==> config.mk <==
export PLATFORM = sky130hd
export DESIGN_NAME = ex_mem_stage
export DESIGN_NICKNAME = d
export VERILOG_FILES = /design/src/rtl/ex_mem_stage.sv
export SDC_FILE = /design/constraint.sdc
export NUM_CORES = 1
export LEC_CHECK = 0
export ABC_AREA = 1
export CORE_UTILIZATION = 40
export CTS_CLUSTER_DIAMETER = 200
export DETAILED_ROUTE_END_ITERATION = 6
export GPL_ROUTABILITY_DRIVEN = 0
export PLACE_DENSITY = 0.69
export REMOVE_ABC_BUFFERS = 1
export SYNTH_ARGS = -nofsm -noshare
export SYNTH_HDL_FRONTEND = slang
export SYNTH_SLANG_ARGS = --single-unit
==> constraint.sdc <==
create_clock -name i_clk_n -period 1.5 [get_ports i_clk_n]
set_input_delay 0.45 -clock i_clk_n [delete_from_list [all_inputs] [get_ports i_clk_n]]
set_output_delay 0.45 -clock i_clk_n [all_outputs]
set_load 0.01 [all_outputs]
==> src/rtl/ex_mem_stage.sv <==
// ex_mem_stage: execute-to-memory pipeline stage.
// Decides when the EX instruction has finished (single-cycle ops or the
// sequential shifter), loads the EX/MEM pipeline register, raises the EX
// stall towards IF/ID/EX and drives the EX/MEM forwarding port.
// Optional feature macro: EX_FORWARD_EN (forwarding port live when defined,
// tied to zero otherwise).
module ex_mem_stage #(
  parameter int DATA_W = 32,
  parameter int REG_W  = 5
) (
  input  logic              i_clk_n,
  input  logic              i_rst_n,
  input  logic              i_valid,
  input  logic              i_multicycle,
  input  logic              i_flush,
  input  logic [DATA_W-1:0] i_alu_out,
  input  logic              i_alu_busy,
  input  logic [REG_W-1:0]  i_rd,
  input  logic              i_rd_we,
  input  logic              i_mem_re,
  input  logic              i_mem_we,
  input  logic [2:0]        i_funct3,
  input  logic [DATA_W-1:0] i_store_data,
  input  logic              i_mem_stall,
  output logic              o_ex_stall,
  output logic              o_valid,
  output logic [DATA_W-1:0] o_result,
  output logic [REG_W-1:0]  o_rd,
  output logic              o_rd_we,
  output logic              o_mem_re,
  output logic              o_mem_we,
  output logic [2:0]        o_funct3,
  output logic [DATA_W-1:0] o_store_data,
  output logic              o_fwd_valid,
  output logic [REG_W-1:0]  o_fwd_rd,
  output logic [DATA_W-1:0] o_fwd_data
);

  // Everything the EX/MEM register carries for one instruction.
  typedef struct packed {
    logic [DATA_W-1:0] result;
    logic [REG_W-1:0]  rd;
    logic              rd_we;
    logic              mem_re;
    logic              mem_we;
    logic [2:0]        funct3;
    logic [DATA_W-1:0] store_data;
  } stage_t;

  // IDLE: normal issue; ISSUE: shifter just launched, busy not yet valid;
  // WAIT: shifter running; HOLD: finished but MEM stalled, result parked.
  typedef enum logic [1:0] {
    ST_IDLE  = 2'd0,
    ST_ISSUE = 2'd1,
    ST_WAIT  = 2'd2,
    ST_HOLD  = 2'd3
  } state_t;

  state_t state_q, state_d;
  stage_t hold_q, hold_d;
  stage_t out_q, out_d;
  logic   valid_q, valid_d;

  logic   live;
  logic   capture;
  stage_t in_fields;
  stage_t cap_src;

  // A dropped i_valid is handled exactly like a flush.
  assign live = i_valid && !i_flush;

  assign in_fields = '{
    result:     i_alu_out,
    rd:         i_rd,
    rd_we:      i_rd_we,
    mem_re:     i_mem_re,
    mem_we:     i_mem_we,
    funct3:     i_funct3,
    store_data: i_store_data
  };

  // Next-state, completion detection and hold-register capture.
  always_comb begin
    state_d = state_q;
    hold_d  = hold_q;
    capture = 1'b0;
    cap_src = in_fields;
    unique case (state_q)
      ST_IDLE: begin
        if (live && !i_alu_busy) begin
          if (i_multicycle) begin
            // The shifter latches its operands at this edge.
            state_d = ST_ISSUE;
          end else if (!i_mem_stall) begin
            capture = 1'b1;
          end
          // A finished single-cycle op under a MEM stall just waits here:
          // its combinational result stays stable while EX is held.
        end
        // live && busy: a leftover shift is still draining, keep stalling.
      end
      ST_ISSUE: begin
        // Busy is only meaningful one cycle after launch.
        state_d = live ? ST_WAIT : ST_IDLE;
      end
      ST_WAIT: begin
        if (!live) begin
          state_d = ST_IDLE;
        end else if (!i_alu_busy) begin
          if (i_mem_stall) begin
            // Park the result: the ALU is free to relaunch from now on.
            hold_d  = in_fields;
            state_d = ST_HOLD;
          end else begin
            capture = 1'b1;
            state_d = ST_IDLE;
          end
        end
      end
      ST_HOLD: begin
        // Already complete, so a flush no longer affects it.
        cap_src = hold_q;
        if (!i_mem_stall) begin
          capture = 1'b1;
          state_d = ST_IDLE;
        end
      end
      default: state_d = ST_IDLE;
    endcase
  end

  // EX/MEM register: load on capture, drain when MEM moves, freeze on stall.
  always_comb begin
    out_d   = out_q;
    valid_d = valid_q;
    if (capture) begin
      out_d   = cap_src;
      valid_d = 1'b1;
    end else if (!i_mem_stall) begin
      valid_d      = 1'b0;
      out_d.rd_we  = 1'b0;
      out_d.mem_re = 1'b0;
      out_d.mem_we = 1'b0;
    end
  end

  // State, hold register and EX/MEM register flops.
  always_ff @(posedge i_clk_n or negedge i_rst_n) begin
    if (!i_rst_n) begin
      state_q <= ST_IDLE;
      hold_q  <= '0;
      out_q   <= '0;
      valid_q <= 1'b0;
    end else begin
      state_q <= state_d;
      hold_q  <= hold_d;
      out_q   <= out_d;
      valid_q <= valid_d;
    end
  end

  // Stall is released only in the cycle the instruction is captured;
  // forced low while reset is held so every output reads 0.
  assign o_ex_stall = i_rst_n && live && !capture;

  assign o_valid      = valid_q;
  assign o_result     = out_q.result;
  assign o_rd         = out_q.rd;
  assign o_rd_we      = valid_q && out_q.rd_we;
  assign o_mem_re     = valid_q && out_q.mem_re;
  assign o_mem_we     = valid_q && out_q.mem_we;
  assign o_funct3     = out_q.funct3;
  assign o_store_data = out_q.store_data;

`ifdef EX_FORWARD_EN
  // Loads are excluded: their data only exists after the MEM stage.
  assign o_fwd_valid = valid_q && out_q.rd_we && !out_q.mem_re && (out_q.rd != '0);
  assign o_fwd_rd    = out_q.rd;
  assign o_fwd_data  = out_q.result;
`else
  assign o_fwd_valid = 1'b0;
  assign o_fwd_rd    = '0;
  assign o_fwd_data  = '0;
`endif

endmodule

Yosys cells after proc, flatten, opt, wreduce, memory -nomap -nowiden
Index checks and enable logic that the tools add are counted.

cells by class
  add/subtract/negate cells = 0
  $mul = 0
  divide/modulo/power cells = 0
  $lt $le $gt $ge = 0
  eq/ne operators = 8
  shift operators = 0
  muxes and demuxes = 19
  bitwise operators = 1
  reduce and logical (&&, ||, !) cells = 13

operators by type and width
  cell                                                    number
  two-way mux 75 bit                                      1
  two-way mux 2 bit                                       7
  one-hot mux 2 bit (4 select lines)                      1
  AND reduction 4 bit                                     2
  logical AND 1 bit                                       7
  two-way mux 1 bit                                       7
  two-way mux 3 bit                                       2
  inequality test 2 bit (second input constant)           3
  equality test 2 bit (second input constant)             2
  logical NOT 1 bit                                       3
  inequality test 3 bit (second input constant)           1
  one-hot mux 1 bit (3 select lines)                      1
  equality test 2 x 1 -> 1 bit (second input constant)    1
  logical NOT 2 bit                                       1
  inequality test 2 x 1 -> 1 bit (second input constant)  1
  inverter 1 bit                                          1

word-level totals
  flip-flop bits (word level) = 153
  latch bits = 0
  memory bits (writable) = 0
  ROM bits = 0
  input bits = 82
  output and inout port bits = 115
  memories kept = 0

Depth between registers and ports, before layout
  word-level depth = 7
  depth in mapped cells = 9
  mapped depth without buffers = 6

Worst setup path before layout
OpenSTA, ideal clock, no wires.

  kind = reg2out
  start point = register state_q[0]
  end point = output o_ex_stall
  data arrival time = 1.154 ns
  setup slack = -0.104 ns
  stages on the path, launching flop included = 9
  cells stage by stage = dfrtp_1 > buf_2 > nor2_1 > nor2_1 > nor2_1 > nand2_1 > buf_2 > nand2_1 > nor2_1

between the ends
  longest elaborated chain between the ends = 4
  elaborated cells between the ends (all ways) = 6

RTL lines
  item                                                      RTL line  text
  start: declaration                                        59        state_t state_q, state_d;
  start signal: assignment                                  155       state_q <= state_d;
  equality test 2 bit or logical NOT 2 bit (tied branches)  88        unique case (state_q)
  one-hot mux 1 bit (3 select lines) *                      88
  logical NOT 1 bit *                                       164       assign o_ex_stall = i_rst_n && live && !capture;
  logical AND 1 bit *                                       164
  end: declaration                                          25        output logic o_ex_stall,

Mark *: on every way between the ends. The rest lies on a longest branch, timed or not.

Final worst setup path
Ends and elaborated chain as after synthesis.

==> results.md <==
* P per Cell Area at roughly 1300 nW/um^2
* Synthesized instance count at between 1000 and 1500
* Clk_skew at approximately 0.008 ns
* Fin crit share at 1.262
* Vias in the first global route at approximately 6200
* Die footprint at 20850 sq um
* Die Ht at around 140 microns
* FF/Latch Area at approximately 3800 sq um
* Crit path time final at approximately 1.9 ns
* WL/cell at approximately 15 microns
* Synth area leaders: dfrtp_1 47%, nand2_1 18%, buf_4 10%
* CP Capture Type: primary output
* Most frequent cells in the layout: 387 x nand2_1, 154 x nand3_1, 151 x dfrtp_1, 80 x inv_1, 75 x clkdlybuf4s50_1
* Worst VDD drop at roughly 760 uV
* Fillers at between 1500 and 2000
* Worst Hold Class: primary input to asynchronous set/reset pin
* CTS tree: yes
* Simple-Gate Fraction of Synth Area at 0.2819
* # DRC at 0
* First drt pass iteration count at 4
* Yosys cell types at 18
* CTS Buffer Depth at 2
* Area fraction in compound gates after synthesis at 0.06001
* Via density at roughly 4.7
* Mapped Area at a little over 8000 sq um
* Largest fanout on the critical path at 3
* First-pass GRT wire length at between 30000 and 40000 microns
* I/O pin total at roughly 200
* Crit path largest cell delay at approximately 0.5 ns
* Fin. max-slew vios at 0
* Synth area leader: dfrtp_1
* Initial core utilization at 0.4127
* Xor and xnor fraction of the mapped netlist area at 0
* Placed Cells incl. Taps at about 1400
* Crit path kind: flip-flop to primary output
* Multi-input logic area at between 3000 and 4000 sq um
* Share of layout cells above drive strength 1 at 0.1744
* Cell Rows at 51
* Antenna viol nets, final at 0
* Core area at just under 20000 sq um
* Nets at about 1200
* Die width at 144.4 microns
* PortBufs at between 150 and 200
* DRT Wirelength at 20500 microns
* Post-DP Area at slightly above 9000 sq um
* Hold slack at about 0.08 ns
* Setup-failing EPs final at between 150 and 200
* Failing checks: negative setup slack
* Clock Sinks at ~150
* Non-Filler Instances at roughly 1400
* Diode count at 0
* Final HPWL DP at about 11000 microns
* Max Clock Freq at ~530 MHz
* Share of the synthesized area in the top cell type at 0.4721
* GRT overflow at 0
* Hold Violations, Final at 0
* CP cell instances: nor2_4 -> nor2_2 -> nor2_4 -> nand2_2 -> nand2_1 -> nor2_1 -> buf_2
* Rel. slew slack at 0.3765
* Total CTS buffers at 17
* Most used cell, CP: nor2_4
* Setup TNS at -35.53 ns
* Design area at approximately 9900 sq um
* R2r worst-path depth at 6
* Largest net degree at the start of global routing at 89
* Power consumption at approximately 12000 uW
* Total number of vias at about 6600
* Post-CTS Hold Buffers at 0
* Synth Area in Adders at 0
* Slowest CP cell: dfrtp_4
* Max-cap violations at 0
* H-tree Lvls at 4
* Final worst-path setup slack at -0.3929 ns
* Static leakage at roughly 0.0055 uW
* Area grow syn2layout at 22.18%
* Register area share after synthesis at 0.4721
* Post-synthesis mux area share at 0
* CP Launch Type: flip-flop
* Main combinational cell family by area after synthesis: simple AND/OR/NAND/NOR gates
* Syn avg cell area at roughly 7.7 sq um
* Overall Global Routing Usage at 0.2041
* Iter 0 DRT Violations at around 340
* Worst-Margin Slew at 0.9353 ns
* Antenna violations before repair at 0
* Synth warn at 0
* Data arrival time at the worst-slack endpoint at between 1 and 1.5 ns
* Outcome: complete, but fails checks
* Clk slew on worst S/H paths at around 0.06 ns
* Most common cell after layout, fill and taps aside: nand2_1
* Root Driver: clkbuf_16
* CP required at between 1 and 1.5 ns
* RSZ-0062 raised after global routing: yes
* Yosys reg bits at 153
* Clk_lat worst skew at 0.41 ns
## registers in the layout (all words and copies together), names as in the netlist
register,count
o_store_data,32
hold_q,75
o_result,32
state_q,2
out_q,3
o_valid,1
o_rd,5
o_funct3,3
## worst paths after layout
| kind | start | endpoint | slack [ns] |
|---|---|---|---|
| worst max-delay path | state_q[0] | o_ex_stall | -0.39 |
| worst min-delay path | i_rst_n | o_funct3[1] | 0.08 |
| worst max register to register | state_q[0] | o_result[6] | -0.34 |
| worst min register to register | o_result[1] | o_result[1] | 0.46 |
| max in group asynchronous | i_rst_n | state_q[0] | 0.53 |
| min in group i_clk_n | o_result[1] | o_result[1] | 0.46 |
## layout make-up
| cell class | count | share of cell area |
|---|---|---|
| sequential | 153 | 0.3871 |
| multi-input combinational | 672 | 0.3062 |
| timing repair buffer | 200 | 0.1812 |
| clock buffer | 19 | 0.04470 |
| tap | 265 | 0.03346 |
| inverter | 84 | 0.03194 |
| clock inverter | 13 | 0.01540 |
## layer usage
metal | share of wire | up-vias | GRT usage
li1 | - | 3276 | -
met2 | 0.48 | 205 | 0.3252
met3 | 0.065 | 14 | 0.03974
met1 | 0.45 | 3121 | 0.2782
met5 | 0 | - | 0
met4 | 0.0084 | 0 | 0.06593
## power breakdown
group          internal [uW]  switching (uW)  total [uW]
logic                   1200            1560        2760
registers               4880             433        5310
clock network           2650            1700        4350
## critical path: cells and delay by family, from the launching register on
family / cells / cell delay (ns)
flip-flops: 1 / 0.50
AND/OR/NAND/NOR: 6 / 0.40
buffers and inverters: 1 / 0.13
## metrics by stage
stage | setup WS [ns] | util
after global routing | -0.4701 | 0.5042
after global placement | -0.8324 | 0.4691
after CTS | -0.4089 | 0.5087
after detailed placement | -0.8759 | 0.4691
after floorplan | -5.151 | -
final | -0.3929 | 0.5042
## synth_stat cells (all sizes together)
| library cell | count |
|---|---|
| nor2 | 6 |
| o21ai | 77 |
| clkinv | 1 |
| or2 | 1 |
| inv | 83 |
| buf | 153 |
| a21boi | 1 |
| clkbuf | 24 |
| dfrtp | 153 |
| nor3 | 1 |
| nand2 | 392 |
| conb | 1 |
| nand3 | 156 |
## what timing repair did
action	4_1_cts	5_1_grt
setup endpoints to repair	230	202
pin swaps	4	1
setup buffers	14	1
cloned	4	1
gates resized for setup	267	51
## logic make-up after synthesis
group,count (synthesis)
AND/OR/NAND/NOR,556
buffers and inverters,261
flip-flops,153
AO/OA/AOI/OAI,78
other,1
Power figures use the tool's default switching activity.
